File: src/rtl/swap_sched_pkg.sv
// Shared types and constants for the swap scheduler.
// Optional statistics counter is enabled with SWAP_SCHED_STATS_EN.
package swap_sched_pkg;

  typedef enum logic [1:0] {
    IDLE = 2'd0,
    SWAP = 2'd1,
    DONE = 2'd2
  } state_t;

  localparam int     TOTAL_W   = 32;
  localparam state_t RST_STATE = IDLE;
  localparam logic   RST_FLAG  = 1'b0;

endpackage

File: src/rtl/swap_pair.sv
// Two-register swap datapath: parallel load, or simultaneous exchange of A and B.
module swap_pair #(
  parameter int WIDTH = 1
) (
  input  logic             clk,
  input  logic             rst_n,
  input  logic             load_en,
  input  logic             swap_en,
  input  logic [WIDTH-1:0] a_i,
  input  logic [WIDTH-1:0] b_i,
  output logic [WIDTH-1:0] a_o,
  output logic [WIDTH-1:0] b_o
);

  always_ff @(posedge clk or negedge rst_n) begin
    if (!rst_n) begin
      a_o <= '0;
      b_o <= '0;
    end else if (load_en) begin
      a_o <= a_i;
      b_o <= b_i;
    end else if (swap_en) begin
      a_o <= b_o;
      b_o <= a_o;
    end
  end

endmodule

File: src/rtl/swap_sched.sv
// Swap scheduler: accepts operands and a count, runs that many exchanges, presents the pair.
// Define SWAP_SCHED_STATS_EN to add the saturating swap_total counter port.
module swap_sched
  import swap_sched_pkg::*;
#(
  parameter int WIDTH = 1,
  parameter int CNT_W = 4
) (
  input  logic               clk,
  input  logic               rst_n,
  input  logic               load_valid,
  output logic               load_ready,
  input  logic [WIDTH-1:0]   a_i,
  input  logic [WIDTH-1:0]   b_i,
  input  logic [CNT_W-1:0]   cnt_i,
  input  logic               abort,
  output logic               out_valid,
  input  logic               out_ready,
  output logic [WIDTH-1:0]   a_o,
  output logic [WIDTH-1:0]   b_o,
  output logic               out_aborted,
  output logic [CNT_W-1:0]   swap_cnt,
  output logic               busy,
`ifdef SWAP_SCHED_STATS_EN
  output logic [TOTAL_W-1:0] swap_total,
`endif
  output state_t             state_dbg
);

  // Handshakes: a transfer happens on a rising edge where valid and ready are both high;
  // valid never depends combinationally on ready, and the producer holds its data until then.

  state_t           state_q, state_d;
  logic [CNT_W-1:0] remaining_q;
  logic             load_fire;
  logic             swap_en;

  assign load_fire = load_valid && (state_q == IDLE);
  // Abort takes priority over the exchange, including the final one.
  assign swap_en   = (state_q == SWAP) && !abort;
  assign state_dbg = state_q;

  always_ff @(posedge clk or negedge rst_n) begin
    if (!rst_n) state_q <= RST_STATE;
    else        state_q <= state_d;
  end

  always_comb begin
    state_d = state_q;
    case (state_q)
      IDLE: if (load_fire) state_d = (cnt_i == '0) ? DONE : SWAP;
      SWAP: if (abort || remaining_q == CNT_W'(1)) state_d = DONE;
      DONE: if (out_ready) state_d = IDLE;
      default: state_d = IDLE;
    endcase
  end

  always_comb begin
    load_ready = 1'b0;
    busy       = 1'b0;
    out_valid  = 1'b0;
    case (state_q)
      IDLE:    load_ready = 1'b1;
      SWAP:    busy       = 1'b1;
      DONE:    out_valid  = 1'b1;
      default: load_ready = 1'b0;
    endcase
  end

  always_ff @(posedge clk or negedge rst_n) begin
    if (!rst_n) begin
      remaining_q <= '0;
      swap_cnt    <= '0;
      out_aborted <= RST_FLAG;
    end else if (load_fire) begin
      remaining_q <= cnt_i;
      swap_cnt    <= '0;
      out_aborted <= 1'b0;
    end else if (state_q == SWAP) begin
      if (abort) begin
        out_aborted <= 1'b1;
      end else begin
        remaining_q <= remaining_q - CNT_W'(1);
        swap_cnt    <= swap_cnt + CNT_W'(1);
      end
    end
  end

`ifdef SWAP_SCHED_STATS_EN
  always_ff @(posedge clk or negedge rst_n) begin
    if (!rst_n)                             swap_total <= '0;
    else if (swap_en && swap_total != '1)   swap_total <= swap_total + TOTAL_W'(1);
  end
`endif

  swap_pair #(.WIDTH(WIDTH)) u_pair (
    .clk     (clk),
    .rst_n   (rst_n),
    .load_en (load_fire),
    .swap_en (swap_en),
    .a_i     (a_i),
    .b_i     (b_i),
    .a_o     (a_o),
    .b_o     (b_o)
  );

endmodule

File: config.mk
export PLATFORM = sky130hd
export DESIGN_NAME = swap_sched
export DESIGN_NICKNAME = d
export VERILOG_FILES = /design/src/rtl/swap_sched_pkg.sv /design/src/rtl/swap_pair.sv /design/src/rtl/swap_sched.sv
export SDC_FILE = /design/constraint.sdc
export NUM_CORES = 1
export LEC_CHECK = 0
export ABC_AREA = 1
export ABC_CLOCK_PERIOD_IN_PS = 1280
export CAP_MARGIN = 20
export CORE_ASPECT_RATIO = 1.4
export CORE_MARGIN = 5
export CORE_UTILIZATION = 29
export CTS_BUF_LIST = sky130_fd_sc_hd__clkbuf_16
export DETAILED_ROUTE_END_ITERATION = 10
export DONT_BUFFER_PORTS = 1
export GPL_ROUTABILITY_DRIVEN = 0
export PLACE_DENSITY = 0.43
export REMOVE_ABC_BUFFERS = 1
export SLEW_MARGIN = 25
export SYNTH_ARGS = -nofsm -noshare
export SYNTH_HDL_FRONTEND = slang
export SYNTH_SLANG_ARGS = --single-unit
File: constraint.sdc
create_clock -name clk -period 1.28 [get_ports clk]
set_input_delay 0.32 -clock clk [delete_from_list [all_inputs] [get_ports clk]]
set_output_delay 0.32 -clock clk [all_outputs]
set_load 0.01 [all_outputs]
== After elaboration in Yosys (flattened, before gate mapping) ==
Index checks and enable logic that the tools add are counted.
Word-level totals
  register bits: 13
  output and inout bits: 12
  word-level logic and storage cells: 48
  input port bits: 11
Cells by class
  equal/unequal tests: 7
  reductions and logical operators: 12
  add/subtract/negate cells: 2
  multiplexer cells: 21
Operators with widths (number)
  $mux 4: 6
  $mux 1: 10
  $mux 2: 4
  $ne 2x2->1 const B: 3
  $pmux 2 s3: 1
  $reduce_bool 2->1: 3
  $add 4x1->4 const B: 1
  $eq 4x1->1 const B: 1
  $logic_not 4->1: 1
  $reduce_and 2->1: 2
  $sub 4x1->4 const B: 1
  $reduce_and 3->1: 1
  $eq 2x1->1 const B: 1
  $eq 2x2->1 const B: 1
  $logic_and 1x1->1: 2
  $logic_not 2->1: 1
  $ne 2x1->1 const B: 1
  $logic_not 1->1: 1
  $logic_or 1x1->1: 1

== Longest topological paths before layout ==
  word-level depth: 4
  mapped depth: 7
  mapped depth without buffers: 7

== Hierarchy ==
Synthesis repeated with hierarchy kept, for this count alone.
Second synthesis, totals
  cell total of the unflattened synthesis: 94
  area, all modules: 725.7 um^2
By module, submodules not included
  swap_sched: cells each 82, instances 1, area each 630.6 um^2, sequential area each 275.3 um^2
  swap_pair: cells each 12, instances 1, area each 95.1 um^2, sequential area each 50.0 um^2

== Worst setup path before layout ==
Ideal clock, no wire load.
  kind: reg-to-reg
  from: reg state_q[0] (netlist: state_dbg[0])
  to: reg u_pair.a_o
  required time: 1.156 ns
  data arrival time: 1.031 ns
  setup slack: 0.125 ns
  cell stages (with the launch flop): 8
  buffers on the path: 0
  setup time: 0.124 ns
  clock period less this slack: 1.155 ns
  path through: dfrtp_1 -> inv_1 -> nor2_2 -> nand2_2 -> nand2_2 -> inv_2 -> nand2_1 -> nand3_1
On the way
  cells in the longest elaborated chain, start to end: 3
  elaborated cells between the ends (all ways): 6
  classes of those cells: eq/ne: 1; mux: 1; reduce/logical: 4
Ends and longest elaborated chain
  start: declaration: line swap_sched.sv:33  | state_t state_q, state_d;
  start signal: assignment: line swap_sched.sv:45  | else state_q <= state_d;
  $eq 2x1->1 or $logic_not 2->1 (tied branches): line swap_sched.sv:40, swap_sched.sv:38
  $logic_and 1x1->1, on equally long branches: line swap_sched.sv:40, swap_sched.sv:38
  $reduce_bool 2->1 (no source line) or $mux 1 (tied branches)
  end signal: assignment: line swap_pair.sv:20  | a_o <= a_i;
  end signal: assignment: line swap_pair.sv:23  | a_o <= b_o;
  end: declaration: line swap_pair.sv:11  | output logic [WIDTH-1:0] a_o,
Parallel ways exist; a longest one is shown, timed or not.
A chain may end at the register's enable or synchronous reset.

== Worst setup path in the final report ==
  from: reg state_q[0] (netlist: state_dbg[0])
  to: out load_ready
On the way
  cells in the longest elaborated chain, start to end: 2
Ends and longest elaborated chain
  $logic_not 2->1: line swap_sched.sv:62  | case (state_q)
  $mux 1: line swap_sched.sv:62
  end: declaration: line swap_sched.sv:12  | output logic load_ready,
No other way between the ends.

==> results.cfg <==
[status]
status = complete, but fails checks
violations = setup timing

[timing]
finalCritPeriodShare = 1.045
rsz0062_at_grt = true
slew_violations = 0
setup_violations = 2
tightest_slew_ns = 0.6335
relSlewSlack = 0.5763
hold_viol = 0
layout_setup_ws_ns = -0.05743
fin_skew_ns = 0.0007273
finalCriticalPeriod_ns = 1.337
fmax_mhz = 747.7

[placement]
post-dp-hpwl_um = 1362
dp.cells = 134
port_buffers = 0

[finish]
num_antenna_cells = 0
final_cells = 141
area_delta_synth_final_pct = 31.51
regArea_um2 = 327.8
drive_gt1_frac = 0.2523
multi_input_area_um2 = 362.8
nFillCells = 270
nets = 122

[grt]
grt_util_all_layers = 0.1080
grt_pass1_vias = 637
grt_pass1_wl_um = 3001
grt_max_degree = 14
grt_remaining_overflow = 0
antenna_found_initial = 0

[routing]
wirelength_um = 1715
first_pass_iters = 4
num_vias = 619
ant_nets = 0
drcViolationCount = 0
drt_iter0_drc = 24
wl_per_cell_um = 12.16
viasPerCell = 4.390

[die]
die_y_um = 69.39
core_area_mm2 = 0.002417
ios = 23
die-width_um = 52.43
die-area_mm2 = 0.003638
rows = 21
start_util = 0.3023

[power_and_ir_drop]
powerDensity_mw_per_mm2 = 2543
p_total_mw = 2.444
ir_drop_mv = 1.011
leakage_nw = 0.4837

[logic_synthesis]
yosysMostFrequentCell = nand2_1
synth_adder_area_share = 0.05137
synth_seq_cells = 13
synthSimpleGateAreaFrac = 0.3305
synth-edff-count = 0
syn_area_um2 = 730.7
synth_top_family_by_area = simple AND/OR/NAND/NOR gates
yosys_warnings = 0
yosysTopAreaCell = dfrtp_1
async_flop_share = 1.000
synthTopCellsByCount = 27 x nand2_1, 13 x dfrtp_1, 12 x inv_1
synth-compound-area-share = 0.07877
syn_avg_cell_area_um2 = 7.857
synthFlopType = dfrtp_1
yosysUniqueCellTypes = 18
synth_top_area_share = 0.4452
ys_top_cells_by_area = dfrtp_1 45%, nand2_1 14%, nand3_1 6.8%, inv_1 6.2%, ha_1 5.1%
synth_xor_area_frac = 0.01199
syn_inst = 93
muxShareOfSynthArea = 0
yosysSeqAreaShare = 0.4452

[cts]
clock-sinks = 13
cts_buffers = 3
clockRootBuffer = clkbuf_16
cts.clk_slew.worst_paths_ns = 0.04
htree_levels = 1
clock_path_buffers = 2
cts_tree = built
clk-insertion-delay-late_ns = 0.24

[worst_setup_path]
critPathLaunchType = flop
cp_max_fo = 4
required_ns = 0.96
cp_data_arrival_time_ns = 1.02
endpoint_kind = output port
criticalPathCategory = flop to output port

[worst_hold_path]
min_path_type = input pin to flop

[run]
max_cap_violations = 0
[routing by layer]
layer	wire (um)	share of wire	GRT usage
met1	701	0.41	0.1225
met4	13	0.0076	0.03409
met3	96	0.056	0.03871
met5	0	0	0
met2	903	0.53	0.1823
[registers in the layout, summed over array words and instances (netlist names)]
| name | count |
|---|---|
| u_pair.a_o | 1 |
| swap_cnt | 4 |
| u_pair.b_o | 1 |
| state_dbg | 2 |
| remaining_q | 4 |
| out_aborted | 1 |
[through the flow]
stage               setup TNS (ns)  hold slack [ns]  cell area [um^2]  utilization  setup WS (ns)
floorplan                        0          0.02441             719.4            -        0.01804
global placement                 0          0.02493             822.0       0.3401        0.07225
detailed placement               0          0.02493             822.0       0.3401        0.09410
CTS                        -0.1300           0.2145             949.7       0.3929       -0.06866
global route               -0.2787           0.2180             960.9       0.3975        -0.1044
finish                    -0.09271           0.2167             960.9       0.3975       -0.05743
[final cells by class]
type / instances / area share
Tap cell: 34 / 0.04427
Sequential cell: 13 / 0.3411
Clock buffer: 3 / 0.07812
Multi-Input combinational cell: 66 / 0.3776
Clock inverter: 1 / 0.003906
Inverter: 13 / 0.05078
Timing Repair Buffer: 11 / 0.1042
[final timing paths]
path	startpoint	to	slack (ns)	cells past startpoint
max in group asynchronous	rst_n	state_dbg[1]	0.29	1
hold / removal	a_i	u_pair.a_o	0.22	2
hold reg to reg	remaining_q[3]	remaining_q[3]	0.51	2
setup / recovery	state_dbg[0]	load_ready	-0.06	3
setup reg to reg	state_dbg[0]	remaining_q[3]	0.07	7
min in group asynchronous	rst_n	remaining_q[1]	0.55	1
[cell families (layout without fill, tap and decap cells)]
kind of cell,count (synthesis),after routing
and+or+nand+nor,53,53
buffers and inverters,14,28
DFF,13,13
AOI/OAI and AO/OA,9,9
adders and majority gates,3,3
xor gates and xnor gates,1,1
[cells in the final DEF, fill, tap and decap left out]
master         instances
nand2_1               27
inv_1                 11
dfrtp_1               11
nand3_1               10
buf_4                  6
nor2_1                 5
a21oi_1                4
buf_6                  4
nor2_4                 3
inv_2                  3
ha_1                   3
clkbuf_16              3
nor2_2                 2
nand2_2                2
nand4_1                2
o211ai_1               2
dfrtp_2                2
nand2_4                1
xor2_1                 1
or2_0                  1
o211ai_2               1
o21ai_1                1
o21ai_0                1
dlygate4sd3_1          1
[power by group]
group | total, mW | switching (mW) | internal [mW]
logic | 1.07 | 0.586 | 0.485
registers | 0.795 | 0.204 | 0.592
clock network | 0.578 | 0.166 | 0.412
[repair_timing]
item,4_1_cts,5_1_grt
pin swaps,3,0
cloned,0,0
endpoints found under the hold margin,13,0
setup buffers,2,0
resized for setup,7,6
endpoints found under the setup margin,3,14
hold buffers,1,0
[critical path, stage by stage, from the launching register on]
cell	delay, ns
dfrtp_2	0.43
buf_6	0.13
nor2_4	0.09
buf_6	0.13
(Power assumes the default switching activity.)
